**src/rtl/tpu_core_nxn.sv**
```systemverilog
// NxN output-stationary systolic matrix engine: loads W then X element-serially,
// computes X*W (or X*W^T), then streams post-processed results row-major.
module tpu_core_nxn #(
   parameter int N      = 2,
   parameter int DATA_W = 8,
   parameter int ACC_W  = 2*DATA_W + $clog2(N) + 1
) (
   input  logic              clk,
   input  logic              rst,
   input  logic              in_valid,
   output logic              in_ready,
   input  logic [DATA_W-1:0] in_data,
   input  logic              mode_transpose,
   input  logic              mode_relu,
   input  logic              mode_sat,
   input  logic              abort,
   output logic              out_valid,
   input  logic              out_ready,
   output logic [DATA_W-1:0] out_data,
   output logic              busy,
   output logic              done
);

   localparam int NN    = N*N;
   localparam int IDX_W = $clog2(NN);
   localparam int CNT_W = $clog2(2*NN);
   localparam int T_W   = $clog2(3*N-2);

   localparam logic [CNT_W-1:0] LD_LAST = CNT_W'(2*NN-1);
   localparam logic [CNT_W-1:0] W_END   = CNT_W'(NN);
   localparam logic [T_W-1:0]   T_LAST  = T_W'(3*N-3);
   localparam logic [IDX_W-1:0] O_LAST  = IDX_W'(NN-1);
   localparam logic signed [ACC_W-1:0] SAT_HI = ACC_W'(2**(DATA_W-1) - 1);
   localparam logic signed [ACC_W-1:0] SAT_LO = ~SAT_HI;

   typedef enum logic [1:0] {S_LOAD, S_COMPUTE, S_DRAIN} state_t;

   state_t state, state_nxt;

   logic [CNT_W-1:0] ld_cnt;
   logic [T_W-1:0]   t_cnt;
   logic [IDX_W-1:0] o_idx;
   logic             md_tr, md_relu, md_sat;
   logic             flush, ld_fire, ld_last, out_fire, pe_clr, pe_en;

   logic signed [DATA_W-1:0] w_mem [NN];
   logic signed [DATA_W-1:0] x_mem [NN];
   logic signed [DATA_W-1:0] a_feed [N];
   logic signed [DATA_W-1:0] b_feed [N];
   logic signed [DATA_W-1:0] a_p [NN];
   logic signed [DATA_W-1:0] b_p [NN];
   logic signed [ACC_W-1:0]  acc [NN];

   function automatic logic signed [DATA_W-1:0] post_proc(
      input logic signed [ACC_W-1:0] v,
      input logic                    relu,
      input logic                    sat
   );
      logic signed [ACC_W-1:0] r;
      r = (relu && v < 0) ? '0 : v;
      if (sat && r > SAT_HI) return SAT_HI[DATA_W-1:0];
      if (sat && r < SAT_LO) return SAT_LO[DATA_W-1:0];
      return r[DATA_W-1:0];
   endfunction

   assign flush    = rst | abort;
   assign ld_fire  = (state == S_LOAD) && in_valid;
   assign ld_last  = ld_fire && (ld_cnt == LD_LAST);
   assign out_fire = (state == S_DRAIN) && out_ready;
   assign pe_clr   = flush | ld_last;
   assign pe_en    = (state == S_COMPUTE);

   always_comb begin
      state_nxt = state;
      in_ready  = 1'b0;
      out_valid = 1'b0;
      busy      = 1'b0;
      done      = 1'b0;
      case (state)
         S_LOAD: begin
            in_ready = 1'b1;
            if (ld_last) state_nxt = S_COMPUTE;
         end
         S_COMPUTE: begin
            busy = 1'b1;
            if (t_cnt == T_LAST) state_nxt = S_DRAIN;
         end
         S_DRAIN: begin
            out_valid = 1'b1;
            busy      = 1'b1;
            if (out_ready && o_idx == O_LAST) begin
               done      = ~flush;
               state_nxt = S_LOAD;
            end
         end
         default: state_nxt = S_LOAD;
      endcase
   end

   always_ff @(posedge clk) begin
      if (flush) state <= S_LOAD;
      else       state <= state_nxt;
   end

   always_ff @(posedge clk) begin
      if (flush) begin
         ld_cnt  <= '0;
         t_cnt   <= '0;
         o_idx   <= '0;
         md_tr   <= 1'b0;
         md_relu <= 1'b0;
         md_sat  <= 1'b0;
      end else begin
         if (ld_fire) ld_cnt <= ld_last ? '0 : ld_cnt + 1'b1;
         if (pe_en)   t_cnt  <= (t_cnt == T_LAST) ? '0 : t_cnt + 1'b1;
         if (out_fire) o_idx <= (o_idx == O_LAST) ? '0 : o_idx + 1'b1;
         if (ld_last) begin
            md_tr   <= mode_transpose;
            md_relu <= mode_relu;
            md_sat  <= mode_sat;
         end
      end
   end

   always_ff @(posedge clk) begin
      if (ld_fire && !flush) begin
         if (ld_cnt < W_END) w_mem[ld_cnt[IDX_W-1:0]] <= in_data;
         else                x_mem[IDX_W'(ld_cnt - W_END)] <= in_data;
      end
   end

   // Skewed edge feed: row i sees X[i][t-i], column j sees B[t-j][j]
   always_comb begin
      for (int i = 0; i < N; i++) begin
         a_feed[i] = '0;
         b_feed[i] = '0;
         for (int k = 0; k < N; k++) begin
            if (t_cnt == T_W'(i + k)) begin
               a_feed[i] = x_mem[i*N + k];
               b_feed[i] = md_tr ? w_mem[i*N + k] : w_mem[k*N + i];
            end
         end
      end
   end

   for (genvar gi = 0; gi < N; gi++) begin : g_row
      for (genvar gj = 0; gj < N; gj++) begin : g_col
         localparam int P = gi*N + gj;
         logic signed [DATA_W-1:0]   a_in, b_in;
         logic signed [2*DATA_W-1:0] prod;

         if (gj == 0) begin : g_a_edge
            assign a_in = a_feed[gi];
         end else begin : g_a_pass
            assign a_in = a_p[P-1];
         end
         if (gi == 0) begin : g_b_edge
            assign b_in = b_feed[gj];
         end else begin : g_b_pass
            assign b_in = b_p[P-N];
         end

         assign prod = a_in * b_in;

         // PE stage: operands advance one PE per cycle, product accumulates in place
         always_ff @(posedge clk) begin
            if (pe_clr) begin
               a_p[P] <= '0;
               b_p[P] <= '0;
               acc[P] <= '0;
            end else if (pe_en) begin
               a_p[P] <= a_in;
               b_p[P] <= b_in;
               acc[P] <= acc[P] + ACC_W'(prod);
            end
         end
      end
   end

   assign out_data = (state == S_DRAIN) ? post_proc(acc[o_idx], md_relu, md_sat) : '0;

endmodule

```
**config.mk**
```make
export PLATFORM = sky130hd
export DESIGN_NAME = tpu_core_nxn
export DESIGN_NICKNAME = d
export VERILOG_FILES = /design/src/rtl/tpu_core_nxn.sv
export SDC_FILE = /design/constraint.sdc
export NUM_CORES = 1
export LEC_CHECK = 0
export CORE_MARGIN = 2
export CORE_UTILIZATION = 66
export CTS_CLUSTER_SIZE = 20
export DETAILED_ROUTE_END_ITERATION = 10
export GPL_TIMING_DRIVEN = 0
export PLACE_DENSITY = 0.83
export SYNTH_ARGS = -nofsm -noshare
export SYNTH_HDL_FRONTEND = slang
export SYNTH_SLANG_ARGS = --single-unit
```
**constraint.sdc**
```tcl
create_clock -name clk -period 8.62 [get_ports clk]
set_input_delay 1.724 -clock clk [delete_from_list [all_inputs] [get_ports clk]]
set_output_delay 1.724 -clock clk [all_outputs]
set_load 0.05 [all_outputs]
```
== Word level (Yosys, flattened, before mapping) ==
Memory sizes are Yosys's and may differ from the RTL's. A register that Yosys moved wholly into a read port is not among the register bits.
Index checks and enable logic that the tools add are counted.

* Flip-flop bits (word level): 12
* Memory bits (writable): 200
* Input port bits: 16
* Output and inout bits: 12
* Logic and storage cells: 122
* Memories kept: 5

{| class="wikitable"
|+ Memory list
! name !! depth !! width !! rd ports !! clocked after Yosys merged registers in !! write ports !! line !! RTL
|-
| acc || 4 || 18 || 5 || 1 || 4 || 52 || <nowiki>logic signed [ACC_W-1:0] acc [NN];</nowiki>
|-
| a_p || 4 || 8 || 2 || 0 || 4 || 50 || <nowiki>logic signed [DATA_W-1:0] a_p [NN];</nowiki>
|-
| b_p || 4 || 8 || 2 || 0 || 4 || 51 || <nowiki>logic signed [DATA_W-1:0] b_p [NN];</nowiki>
|-
| w_mem || 4 || 8 || 4 || 0 || 1 || 46 || <nowiki>logic signed [DATA_W-1:0] w_mem [NN];</nowiki>
|-
| x_mem || 4 || 8 || 4 || 0 || 1 || 47 || <nowiki>logic signed [DATA_W-1:0] x_mem [NN];</nowiki>
|}

* Add/sub/neg operators: 8
* Multipliers: 4
* $lt $le $gt $ge: 4
* Eq/ne operators: 10
* Mux-type cells: 56
* Bitwise operators: 15
* Reduce and logical (&&, ||, !) cells: 13

{| class="wikitable"
|+ Operators by type and width
! operator !! number
|-
| 8-bit two-way mux || 23
|-
| 18-bit two-way mux || 5
|-
| 18-bit by 16-bit adder with 18-bit output || 4
|-
| 8-bit by 8-bit multiplier with 16-bit output || 4
|-
| 1-bit two-way mux || 19
|-
| 18-bit by 8-bit greater-than comparator with 1-bit output, second input constant || 1
|-
| 18-bit by 1-bit less-than comparator with 1-bit output, second input constant || 1
|-
| 18-bit by 8-bit less-than comparator with 1-bit output, second input constant || 1
|-
| 2-bit two-way mux || 7
|-
| 1-bit bitwise OR || 14
|-
| 2-bit == test, second input constant || 4
|-
| 1-bit logical AND || 8
|-
| 2-bit case mux with 3 select lines || 1
|-
| 2-bit by 1-bit adder with 2-bit output, second input constant || 2
|-
| 2-bit by 1-bit == test with 1-bit output, second input constant || 2
|-
| 2-bit logical NOT || 2
|-
| 2-bit inequality test, second input constant || 2
|-
| 3-bit by 1-bit adder with 3-bit output, second input constant || 1
|-
| 3-bit == test, second input constant || 1
|-
| 3-bit less-than comparator, second input constant || 1
|-
| 3-bit two-way mux || 1
|-
| 3-bit AND reduction || 1
|-
| 2-bit by 1-bit inequality test with 1-bit output, second input constant || 1
|-
| 2-bit OR reduction || 1
|-
| 3 further kinds || 3
|}

== Longest topological paths before layout ==
* Depth after elaboration: 10
* Gate-level depth with buffers: 24
* Gate-level depth less buffers: 22

== Worst setup path after synthesis ==
OpenSTA, ideal clock, no wires.

* Kind: register to register
* From: reg t_cnt[0]
* To: mem acc[1][17] in the netlist's numbering, data pin
* Library setup time: 0.269 ns
* Arrival time: 5.959 ns
* Required time: 8.351 ns
* Slack: 2.392 ns
* Cell stages (with the launch flop): 22
* Buffers on the path: 2
* Period minus slack after synthesis: 6.228 ns
* Cells stage by stage: dfxtp_1 inv_1 ha_1 clkbuf_1 nand2b_1 clkbuf_1 o21ai_1 and2_1 inv_1 fa_1 inv_1 fa_1 fa_1 fa_1 fa_1 ha_1 a21o_1 nand2_1 and3_4 or4_1 a21oi_1 nor3b_1

{| class="wikitable"
|+ RTL lines
! item !! line !! RTL
|-
| start, declared || 41 || <nowiki>logic [T_W-1:0] t_cnt;</nowiki>
|-
| start signal, assigned || 115 || <nowiki>if (pe_en) t_cnt <= (t_cnt == T_LAST) ? '0 : t_cnt + 1'b1;</nowiki>
|-
| end, declared || 52 ||
|}

==> impl_metrics.py <==
metrics = {
    "worst_setup_path": {
        "slowest_delay_ns": 0.87,
        "worst-r2r-setup-slack_ns": 1.04,
        "cp-end-kind": "flip-flop",
        "arrival_ns": 7.75,
        "rr_startpoint": "t_cnt[0]",
        "path_common_cell": "fa_1",
        "crit_start": "t_cnt[0]",
        "crit_chain": "inv_1 -> ha_1 -> clkbuf_1 -> nand2b_1 -> clkbuf_1 -> o21ai_1 -> and2_1 -> inv_1 -> fa_1 -> inv_1 -> fa_1 -> fa_1 -> fa_1 -> fa_1 -> ha_1 -> nand4b_1 -> and3_4 -> or4_1 -> a21oi_1 -> nor3b_1",
        "worstSetupStartpointType": "flip-flop",
        "slowest_stage": "o21ai_1",
        "critical_path_required_ns": 8.79,
        "crit_fanout": 11,
        "path_class": "reg2reg",
    },
    "clock_tree": {
        "path_clk_slew_ns": 0.09,
        "worstSkewPairLatency_ns": 0.46,
        "h-tree-depth": 4,
        "post_cts_resized": 0,
        "ctsHoldBuffers": 0,
        "cts_buffer_depth": 2,
        "cts.sinks": 182,
        "clockRootBuffer": "clkbuf_16",
        "numCtsBuffers": 17,
        "cts_tree": "yes",
        "postCtsSetupBuffers": 0,
    },
    "yosys": {
        "synth_top_family_by_area": "adder cells",
        "ys_seq_elements": 182,
        "synth_compound_area_share_pct": 4.94,
        "synthSimpleGateAreaFrac_pct": 12.8,
        "synthAdderAreaFrac_pct": 42.5,
        "yosysUniqueCellTypes": 53,
        "syn_area_per_cell_um2": 10.8,
        "synth_mux_area_share_pct": 3.37,
        "syn-num-nets": 2410,
        "yosysSeqAreaShare_pct": 26.1,
        "synth-edff-count": 168,
        "synth_cells": 1893,
        "synth_area_um2": 20400,
        "async_flop_share_pct": 0,
        "synth_xor_area_share_pct": 2.83,
        "yosys_most_used_dff": "edfxtp_1",
        "yosys_warnings": 0,
    },
    "outcome": {
        "status": "completed",
    },
    "timing": {
        "setup_tns_ns": 0,
        "fin_crit_sh_pct": 87.9,
        "setup_viol": 0,
        "rsz0062_at_grt": "no",
        "clock_skew_ns": 0.0188,
        "fmax_ghz": 0.132,
        "period_minus_slack_ns": 7.58,
        "finalHoldViolCount": 0,
        "relSlewSlack_pct": 23.0,
        "tightest_slew_ns": 1.15,
        "final_max_slew_viol_count": 0,
    },
    "finish": {
        "mostFrequentLayoutCell": "inv_1",
        "layout-drive-gt1-share_pct": 3.99,
        "fillers": 2074,
        "most-common-layout-cells": "inv_1 (375), fa_1 (320), ha_1 (181)",
        "stdcell_area_um2": 21900,
        "areaGrowthSynthToFinish_pct": 7.06,
        "antenna_cells": 0,
        "num-nets-final": 2457,
    },
    "route": {
        "first_pass_iters": 6,
        "drtIter0Drc": 1200,
        "vias": 13700,
        "drc_errors": 0,
        "post_drt_wl_per_cell_um": 19.8,
        "vias_per_cell": 5.84,
        "routed_wl_mm": 46.4,
        "drtAntennaViolNets": 0,
    },
    "power_and_ir_drop": {
        "power.internal_mw": 1.68,
        "power_density_nw_per_um2": 113,
        "p_sw_share_pct": 31.8,
        "p_leak_nw": 10.3,
        "p_clk_share_pct": 34.0,
        "power_frac_seq_pct": 41.4,
        "finalPower_mw": 2.47,
        "switchingPower_mw": 0.784,
        "irDropWorstVdd_mv": 0.130,
        "comb_power_share_pct": 24.6,
    },
    "global_routing": {
        "grt_pass1_vias": 15200,
        "grt_pass1_wl_mm": 78.1,
        "overflow": 0,
        "track_usage_pct": 31.0,
        "grt_max_degree": 60,
        "antenna_found_initial": 1,
    },
    "place": {
        "hpwl_mm": 37.4,
        "placed_area_um2": 21200,
        "gp_congestion": 0.926,
        "port-buffer-count": 27,
    },
    "floorplanning": {
        "ios": 28,
        "core_area_um2": 30500,
        "fp.dieW_um": 180,
        "fp-row-count": 64,
        "die-height_um": 180,
        "die-area_um2": 32400,
        "initial_core_util_pct": 66.9,
    },
    "hold_path": {
        "hp-start": "o_idx[1]",
        "hold_path.class": "reg2reg",
    },
    "flow_run": {
        "cap_violations": 0,
    },
}
## registers in the layout, summed over array words and instances (netlist names), 2 cells and up, named ones only
name and cells:
acc 72, state 2, w_mem 32, o_idx 2, x_mem 32, b_p 16, t_cnt 2, a_p 16
ld_cnt 3
## metal layers
layer | GRT usage, % | routed length, um | part of all wire [%] | vias to the layer above
met5 | 0 | 0 | 0 | -
met4 | 13.3 | 2020 | 4.4 | 0
met3 | 3.99 | 3500 | 7.5 | 108
met2 | 52.5 | 23100 | 50 | 602
met1 | 40.8 | 17800 | 38 | 6885
li1 | - | - | - | 6128
## power by group through the flow
stage                     logic (mW)  clock network [mW]  registers [mW]
final                          0.607               0.837            1.02
after global routing           0.690               0.869            1.02
after CTS                      0.603               0.835            1.02
after detailed placement       0.592                   0            1.04
after global placement         0.563                   0            1.04
after floorplan                0.464                   0            1.02
## worst max-delay path: cells and delay by family, from the launching register on
family / cells / cell delay (ns)
and+or+nand+nor: 6 / 2.01
DFF: 1 / 0.41
AOI/OAI and AO/OA: 2 / 1.02
adders and majority gates: 7 / 3.06
buffers and inverters: 5 / 0.76
## Yosys cell counts (7+ instances only)
master | count | share of area, %
ha_1 | 181 | 11
nor3_1 | 20 | 0.49
mux4_2 | 12 | 1.3
or3_1 | 7 | 0.21
nand3_1 | 15 | 0.37
o21a_1 | 20 | 0.74
nor4_1 | 7 | 0.21
a211oi_1 | 11 | 0.40
and2_1 | 117 | 3.6
clkbuf_1 | 17 | 0.31
edfxtp_1 | 168 | 25
nor2b_1 | 35 | 1.1
nor2_1 | 145 | 2.7
xnor2_1 | 43 | 1.8
mux2_2 | 8 | 0.44
nand2_1 | 144 | 2.6
xor2_1 | 23 | 0.99
mux2i_1 | 17 | 0.83
a21o_1 | 11 | 0.40
o21ai_0 | 26 | 0.64
a21oi_1 | 41 | 1.0
o21ai_1 | 19 | 0.47
nand2b_1 | 20 | 0.61
fa_1 | 320 | 31
dfxtp_1 | 14 | 1.4
inv_1 | 375 | 6.9
or2_2 | 10 | 0.31
## worst paths after layout
kind                end  cells past startpoint
max reg2reg  acc[1][17]                     20
min           flip-flop                      2
min reg2reg   flip-flop                      2
max          acc[1][17]                     20
## cells by family after synthesis
family,after synthesis
XOR/XNOR,66
AO/OA/AOI/OAI,160
buffers and inverters,405
adder cells (fa/ha/maj),501
flip-flops,182
multiplexers,43
AND/OR/NAND/NOR,536
## area by class of cell
cell class	instances	area [um^2]	area share, %
well taps	396	495	2.27
flip-flops and latches	182	5330	24.4
clock inverters	14	194	0.887
clock buffers	18	439	2.01
multi-input cells	1306	13600	62.1
inverters	375	1410	6.44
repair buffers	28	298	1.36
plain buffers	30	136	0.624
## per-stage QoR
stage | setup slack (ns) | util [%] | std cells | hold WS, ns
finish | 1.04 | 71.7 | 2349 | 0.501
CTS | 1.12 | 71.7 | 2349 | 0.503
floorplan | 2.39 | - | 1893 | 0.454
global placement | 1.04 | 69.4 | 2316 | 0.471
global route | 0.695 | 71.7 | 2349 | 0.520
detailed placement | 1.22 | 69.6 | 2317 | 0.492
(Power assumes the default switching activity.)
